<file path="src/rtl/imm_pkg.sv">
// Shared constants for the immediate-generation stage: format codes, RV opcodes, skid FSM states.
package imm_pkg;

  localparam logic [2:0] FMT_I    = 3'd0;
  localparam logic [2:0] FMT_U    = 3'd1;
  localparam logic [2:0] FMT_S    = 3'd2;
  localparam logic [2:0] FMT_B    = 3'd3;
  localparam logic [2:0] FMT_J    = 3'd4;
  localparam logic [2:0] FMT_NONE = 3'd7;

  localparam logic [6:0] OP_LOAD   = 7'b0000011;
  localparam logic [6:0] OP_IMM    = 7'b0010011;
  localparam logic [6:0] OP_IMM32  = 7'b0011011;
  localparam logic [6:0] OP_JALR   = 7'b1100111;
  localparam logic [6:0] OP_SYSTEM = 7'b1110011;
  localparam logic [6:0] OP_FENCE  = 7'b0001111;
  localparam logic [6:0] OP_STORE  = 7'b0100011;
  localparam logic [6:0] OP_BRANCH = 7'b1100011;
  localparam logic [6:0] OP_LUI    = 7'b0110111;
  localparam logic [6:0] OP_AUIPC  = 7'b0010111;
  localparam logic [6:0] OP_JAL    = 7'b1101111;
  localparam logic [6:0] OP_OP     = 7'b0110011;
  localparam logic [6:0] OP_OP32   = 7'b0111011;

  typedef enum logic [1:0] {
    ST_EMPTY = 2'd0,
    ST_ONE   = 2'd1,
    ST_TWO   = 2'd2
  } skid_state_e;

endpackage

</file>
<file path="src/rtl/imm_decode.sv">
// Combinational immediate decoder: opcode -> format, sign-extended immediate, illegal flag.
// Shift-immediates return the zero-extended shamt instead of the I-type field.
module imm_decode
  import imm_pkg::*;
#(
  parameter int XLEN = 32
) (
  input  logic [31:0]     inst,
  output logic [XLEN-1:0] imm,
  output logic [2:0]      fmt,
  output logic            illegal
);

  logic [6:0]  op;
  logic [2:0]  funct3;
  logic        is_shift;
  logic        sh_hi;
  logic [31:0] imm32;

  assign op       = inst[6:0];
  assign funct3   = inst[14:12];
  assign is_shift = (funct3 == 3'b001) || (funct3 == 3'b101);
  assign sh_hi    = (XLEN == 64) ? inst[25] : 1'b0;

  always_comb begin
    fmt     = FMT_NONE;
    illegal = 1'b0;
    imm32   = '0;
    case (op)
      OP_LOAD, OP_JALR, OP_SYSTEM, OP_FENCE: begin
        fmt   = FMT_I;
        imm32 = {{20{inst[31]}}, inst[31:20]};
      end
      OP_IMM: begin
        fmt   = FMT_I;
        imm32 = is_shift ? {26'd0, sh_hi, inst[24:20]} : {{20{inst[31]}}, inst[31:20]};
      end
      OP_IMM32: begin
        if (XLEN == 64) begin
          // word shifts only ever have a 5-bit shamt
          fmt   = FMT_I;
          imm32 = is_shift ? {27'd0, inst[24:20]} : {{20{inst[31]}}, inst[31:20]};
        end else begin
          illegal = 1'b1;
        end
      end
      OP_STORE: begin
        fmt   = FMT_S;
        imm32 = {{20{inst[31]}}, inst[31:25], inst[11:7]};
      end
      OP_BRANCH: begin
        fmt   = FMT_B;
        imm32 = {{19{inst[31]}}, inst[31], inst[7], inst[30:25], inst[11:8], 1'b0};
      end
      OP_LUI, OP_AUIPC: begin
        fmt   = FMT_U;
        imm32 = {inst[31:12], 12'd0};
      end
      OP_JAL: begin
        fmt   = FMT_J;
        imm32 = {{11{inst[31]}}, inst[31], inst[19:12], inst[20], inst[30:21], 1'b0};
      end
      OP_OP: begin
        fmt = FMT_NONE;
      end
      OP_OP32: begin
        illegal = (XLEN != 64);
      end
      default: begin
        illegal = 1'b1;
      end
    endcase
    if (inst[1:0] != 2'b11) begin
      illegal = 1'b1;
      fmt     = FMT_NONE;
      imm32   = '0;
    end
  end

  // shamt values have bit 31 clear, so plain sign extension also zero-extends them
  assign imm = XLEN'({{32{imm32[31]}}, imm32});

endmodule

</file>
<file path="src/rtl/imm_gen_stage.sv">
// Registered immediate-generation stage: decode on the input side, register-only outputs,
// valid/ready handshake with either a 2-entry skid (registered in_ready) or a single register.
module imm_gen_stage
  import imm_pkg::*;
#(
  parameter int XLEN = 32,
  parameter int PC_W = 32,
  parameter int SKID = 1
) (
  input  logic            clk,
  input  logic            rst,
  input  logic            flush,
  input  logic            in_valid,
  output logic            in_ready,
  input  logic [31:0]     in_inst,
  input  logic [PC_W-1:0] in_pc,
  output logic            out_valid,
  input  logic            out_ready,
  output logic [31:0]     out_inst,
  output logic [PC_W-1:0] out_pc,
  output logic [XLEN-1:0] out_imm,
  output logic [2:0]      out_fmt,
  output logic            out_illegal
);

  typedef struct packed {
    logic [31:0]     inst;
    logic [PC_W-1:0] pc;
    logic [XLEN-1:0] imm;
    logic [2:0]      fmt;
    logic            illegal;
  } entry_t;

  localparam entry_t RST_ENTRY = '{inst: '0, pc: '0, imm: '0, fmt: FMT_NONE, illegal: 1'b0};

  logic [XLEN-1:0] dec_imm;
  logic [2:0]      dec_fmt;
  logic            dec_illegal;
  entry_t          in_entry;
  entry_t          main_q;
  logic            rdy_q;
  logic            in_xfer;

  imm_decode #(.XLEN(XLEN)) u_decode (
    .inst    (in_inst),
    .imm     (dec_imm),
    .fmt     (dec_fmt),
    .illegal (dec_illegal)
  );

  assign in_entry = '{inst: in_inst, pc: in_pc, imm: dec_imm, fmt: dec_fmt, illegal: dec_illegal};
  assign in_xfer  = in_valid & in_ready;

  generate
    if (SKID != 0) begin : g_skid
      skid_state_e state;
      entry_t      skid_q;

      // rdy_q is the registered "not full" flag; flush/rst only ever pull it low
      assign in_ready  = rdy_q & ~flush & ~rst;
      assign out_valid = (state != ST_EMPTY);

      always_ff @(posedge clk) begin
        if (rst) begin
          state  <= ST_EMPTY;
          main_q <= RST_ENTRY;
          skid_q <= RST_ENTRY;
          rdy_q  <= 1'b0;
        end else if (flush) begin
          state <= ST_EMPTY;
          rdy_q <= 1'b1;
        end else begin
          rdy_q <= !(state == ST_TWO && !out_ready);
          case (state)
            ST_EMPTY: begin
              if (in_xfer) begin
                main_q <= in_entry;
                state  <= ST_ONE;
              end
            end
            ST_ONE: begin
              if (in_xfer && !out_ready) begin
                skid_q <= in_entry;
                state  <= ST_TWO;
                rdy_q  <= 1'b0;
              end else if (in_xfer) begin
                main_q <= in_entry;
              end else if (out_ready) begin
                state <= ST_EMPTY;
              end
            end
            ST_TWO: begin
              if (out_ready) begin
                main_q <= skid_q;
                state  <= ST_ONE;
              end
            end
            default: state <= ST_EMPTY;
          endcase
        end
      end
    end else begin : g_single
      logic vld_q;

      assign in_ready  = rdy_q & ~flush & ~rst & (~vld_q | out_ready);
      assign out_valid = vld_q;

      always_ff @(posedge clk) begin
        if (rst) begin
          vld_q  <= 1'b0;
          main_q <= RST_ENTRY;
          rdy_q  <= 1'b0;
        end else begin
          rdy_q <= 1'b1;
          if (flush) begin
            vld_q <= 1'b0;
          end else if (in_xfer) begin
            main_q <= in_entry;
            vld_q  <= 1'b1;
          end else if (out_ready) begin
            vld_q <= 1'b0;
          end
        end
      end
    end
  endgenerate

  assign out_inst    = main_q.inst;
  assign out_pc      = main_q.pc;
  assign out_imm     = main_q.imm;
  assign out_fmt     = main_q.fmt;
  assign out_illegal = main_q.illegal;

endmodule

</file>
<file path="config.mk">
export PLATFORM = sky130hd
export DESIGN_NAME = imm_gen_stage
export DESIGN_NICKNAME = d
export VERILOG_FILES = /design/src/rtl/imm_pkg.sv /design/src/rtl/imm_decode.sv /design/src/rtl/imm_gen_stage.sv
export SDC_FILE = /design/constraint.sdc
export NUM_CORES = 1
export LEC_CHECK = 0
export ABC_AREA = 1
export CORE_MARGIN = 2
export CORE_UTILIZATION = 25
export CTS_CLUSTER_DIAMETER = 30
export DETAILED_ROUTE_END_ITERATION = 10
export PLACE_DENSITY = 0.48
export SYNTH_ARGS = -nofsm -noshare
export SYNTH_HDL_FRONTEND = slang
export SYNTH_SLANG_ARGS = --single-unit
</file>
<file path="constraint.sdc">
create_clock -name clk -period 2.56 [get_ports clk]
set_clock_uncertainty 0.1 [all_clocks]
set_input_delay 0.512 -clock clk [delete_from_list [all_inputs] [get_ports clk]]
set_output_delay 0.512 -clock clk [all_outputs]
set_load 0.03 [all_outputs]
</file>
==> flow_summary.yaml <==
pwr:
  leakage_nw: 5.81
  vdd_drop_max_uv: 438
  p_comb_share_pct: 5.1
  intPower_w: 0.00875
  power.total_w: 0.0112
  clkPwrFrac_pct: 66.0
  switching_power_w: 0.00244
  seq_power_share_pct: 28.8
  p_per_area_nw_per_um2: 841
  p_sw_share_pct: 21.8
finish:
  antenna_cells: 0
  post-route-util_pct: 38.5
  layout.nets: 1562
  area_growth_pct: 51.5
  drive_gt1_share_pct: 10.5
clocking:
  clock_latency_ns: 0.57
  cts_buffers: 56
  cts_setup_buffers: 0
  ctsLongestPathBuffers: 3
  cts_max_level: 2
  cts-root-buf: "clkbuf_16"
  cts_tree: "built"
  clk_transition_reported_paths_ns: 0.04
  cts_sinks: 203
floorplanning:
  start_util_pct: 25.4
  die_area_um2: 36700
  io_pins: 171
  rows: 68
  chipWidth_um: 191
  dieHeight_um: 191
  coreArea_um2: 34500
worst_setup_path:
  crit_top_cell: "buf_4"
  arrival_ns: 1.73
  crit_chain: "clkdlybuf4s50_1 -> or2_1 -> nor2_4 -> buf_4 -> buf_4"
  start_kind: "input port"
  worstSetupPathType: "input port to primary output"
  worst_setup_path_end_kind: "primary output"
  cpPeakStageDelay_ns: 0.53
  cp.required_ns: 1.95
  crit_fanout: 2
  critical-path-slowest-cell: "clkdlybuf4s50_1"
  worst-path-buf-inv: 3
  path_delay_family: "buffers and inverters"
timing:
  rsz0062_at_grt: "false"
  relSlewSlack_pct: 69.2
  fmax_mhz: 427
  finalMaxSlewViolations: 0
  setup_viol: 0
  min_period_over_period_pct: 91.4
  finalHoldViolations: 0
  worstMarginPinSlew_ns: 0.462
  hold_ws_ns: 0.344
  min_period_ns: 2.34
global_routing:
  grt_max_degree: 89
  grt_pass1_vias: 8700
  antenna_found_initial: 1
  globalRouteOverflowTotal: 0
  grt_use_total_pct: 16.0
  grt_pass1_wl_mm: 46.7
route:
  ant_nets: 0
  firstDrtPassIters: 5
  route.detailed.drc: 0
  vias: 8846
  post_drt_wl_per_cell_um: 14.4
  wl_mm: 28.8
  routed_via_density: 4.43
  drtIter0Drc: 421
yosys:
  avgSynthCellArea_um2: 6.74
  synth.ff_latch_count: 203
  yosysWarnings: 0
  synth_area_um2: 8790
  ys_types: 27
  syn_nets: 1373
  syn_inst: 1304
  ys_seq_area_share_pct: 46.2
min_path:
  worst_hold_path_type: "register to register"
job:
  cap_violations: 0
status:
  status: "finished, final reports clean"
place:
  hpwlAfterDp_mm: 18.6
  gp_congestion: 0.778
  io_buffer_count: 170
final cells by class:
class,instances,area [µm²]
flip-flops and latches,203,4060
clock buffers,78,1620
fillers,3606,21200
multi-input cells,950,4100
repair buffers,220,2300
clock inverters,28,420
well taps,455,569
inverters,62,238
kinds of logic (layout without fill, tap and decap cells):
kind of cell / after synthesis / after routing / synth area share (%)
DFF: 203 / 203 / 46.2
AOI/OAI and AO/OA: 334 / 334 / 19.1
and+or+nand+nor: 615 / 615 / 27.3
xor gates and xnor gates: 1 / 1 / 0.0997
buffers and inverters: 151 / 388 / 7.28
synth_stat cells (all sizes together):
library cell	count	area share, %
clkinv	2	0.085
clkbuf	51	2.2
a21oi	112	6.4
nand2	258	11
buf	38	2.4
nand4	1	0.071
nor3	2	0.24
nor2	325	14
nand3	27	1.6
o21ai	222	13
nand3b	1	0.23
dfxtp	203	46
inv	60	2.6
xnor2	1	0.10
or2	1	0.071
power groups by stage:
stage	combinational (W)	clock [W]	sequential [W]
6_report	0.000574	0.00740	0.00323
3_5_place_dp	0.000579	0	0.00329
2_1_floorplan	0.000202	0	0.00335
5_1_grt	0.000634	0.00772	0.00323
3_3_place_gp	0.000580	0	0.00329
4_1_cts	0.000582	0.00755	0.00323
what timing repair did:
| item | 4_1_cts | 5_1_grt |
|---|---|---|
| endpoints found under the setup margin | 1 | 0 |
| gates resized for setup | 1 | 0 |
| hold buffers | 0 | 0 |
per-stage QoR:
step	instances	setup TNS (ns)	instance area [µm²]	worst slack, ns
2_1_floorplan	1304	0	8790	0.492
3_3_place_gp	1890	-2.93	11300	-0.0937
3_5_place_dp	1890	-3.32	11300	-0.0609
4_1_cts	1996	0	13300	0.212
5_1_grt	1996	0	13300	0.134
6_report	1996	0	13300	0.220
metal layers:
layer | global-route usage (%) | share of wire, %
met2 | 26.3 | 45
met3 | 3.69 | 5.3
met5 | 0 | 0.042
met1 | 20.7 | 48
met4 | 4.56 | 1.7
path summary, 6_finish.rpt:
kind,end,from,cells past startpoint,slack (ns)
setup / recovery,in_ready,rst,5,0.22
setup reg to reg,out_pc[12],g_skid.state[0],8,0.72
hold reg to reg,g_skid.skid_q[36],g_skid.skid_q[36],2,0.34
hold / removal,g_skid.skid_q[36],g_skid.skid_q[36],2,0.34
placed cells by master, fill, tap and decap left out, types with 2 or more instances in the layout:
cell             netlist  final
nor2_1               323    322
inv_1                 58     58
clkbuf_16              0     56
buf_4                  7     33
nand2_1              255    255
nor2_4                 1      2
o21ai_1               14     14
buf_12                 0     18
nand2_2                3      2
o21ai_0              207    207
a21oi_1              112    112
clkinv_2               0     11
clkdlybuf4s50_1        0    168
bufinv_16              0      9
clkinv_8               0      3
clkinvlp_4             0      4
clkbuf_1              49      8
inv_6                  0      2
clkbuf_8               0     14
nand3_1               26     26
dfxtp_1              203    203
worst reg2reg max path, delay by kind of cell, from the launching register on:
kind / cells / cell delay [ns]
buf+inv: 3 / 0.64
simple gates: 4 / 0.43
flops: 1 / 0.36
compound gates: 1 / 0.24
state kept, by name, indices dropped and copies added (netlist names):
name / cells
out_illegal: 1
rdy_q: 1
out_inst: 32
out_fmt: 3
g_skid.state: 2
g_skid.skid_q: 100
out_imm: 32
out_pc: 32
Power figures use the tool's default switching activity.
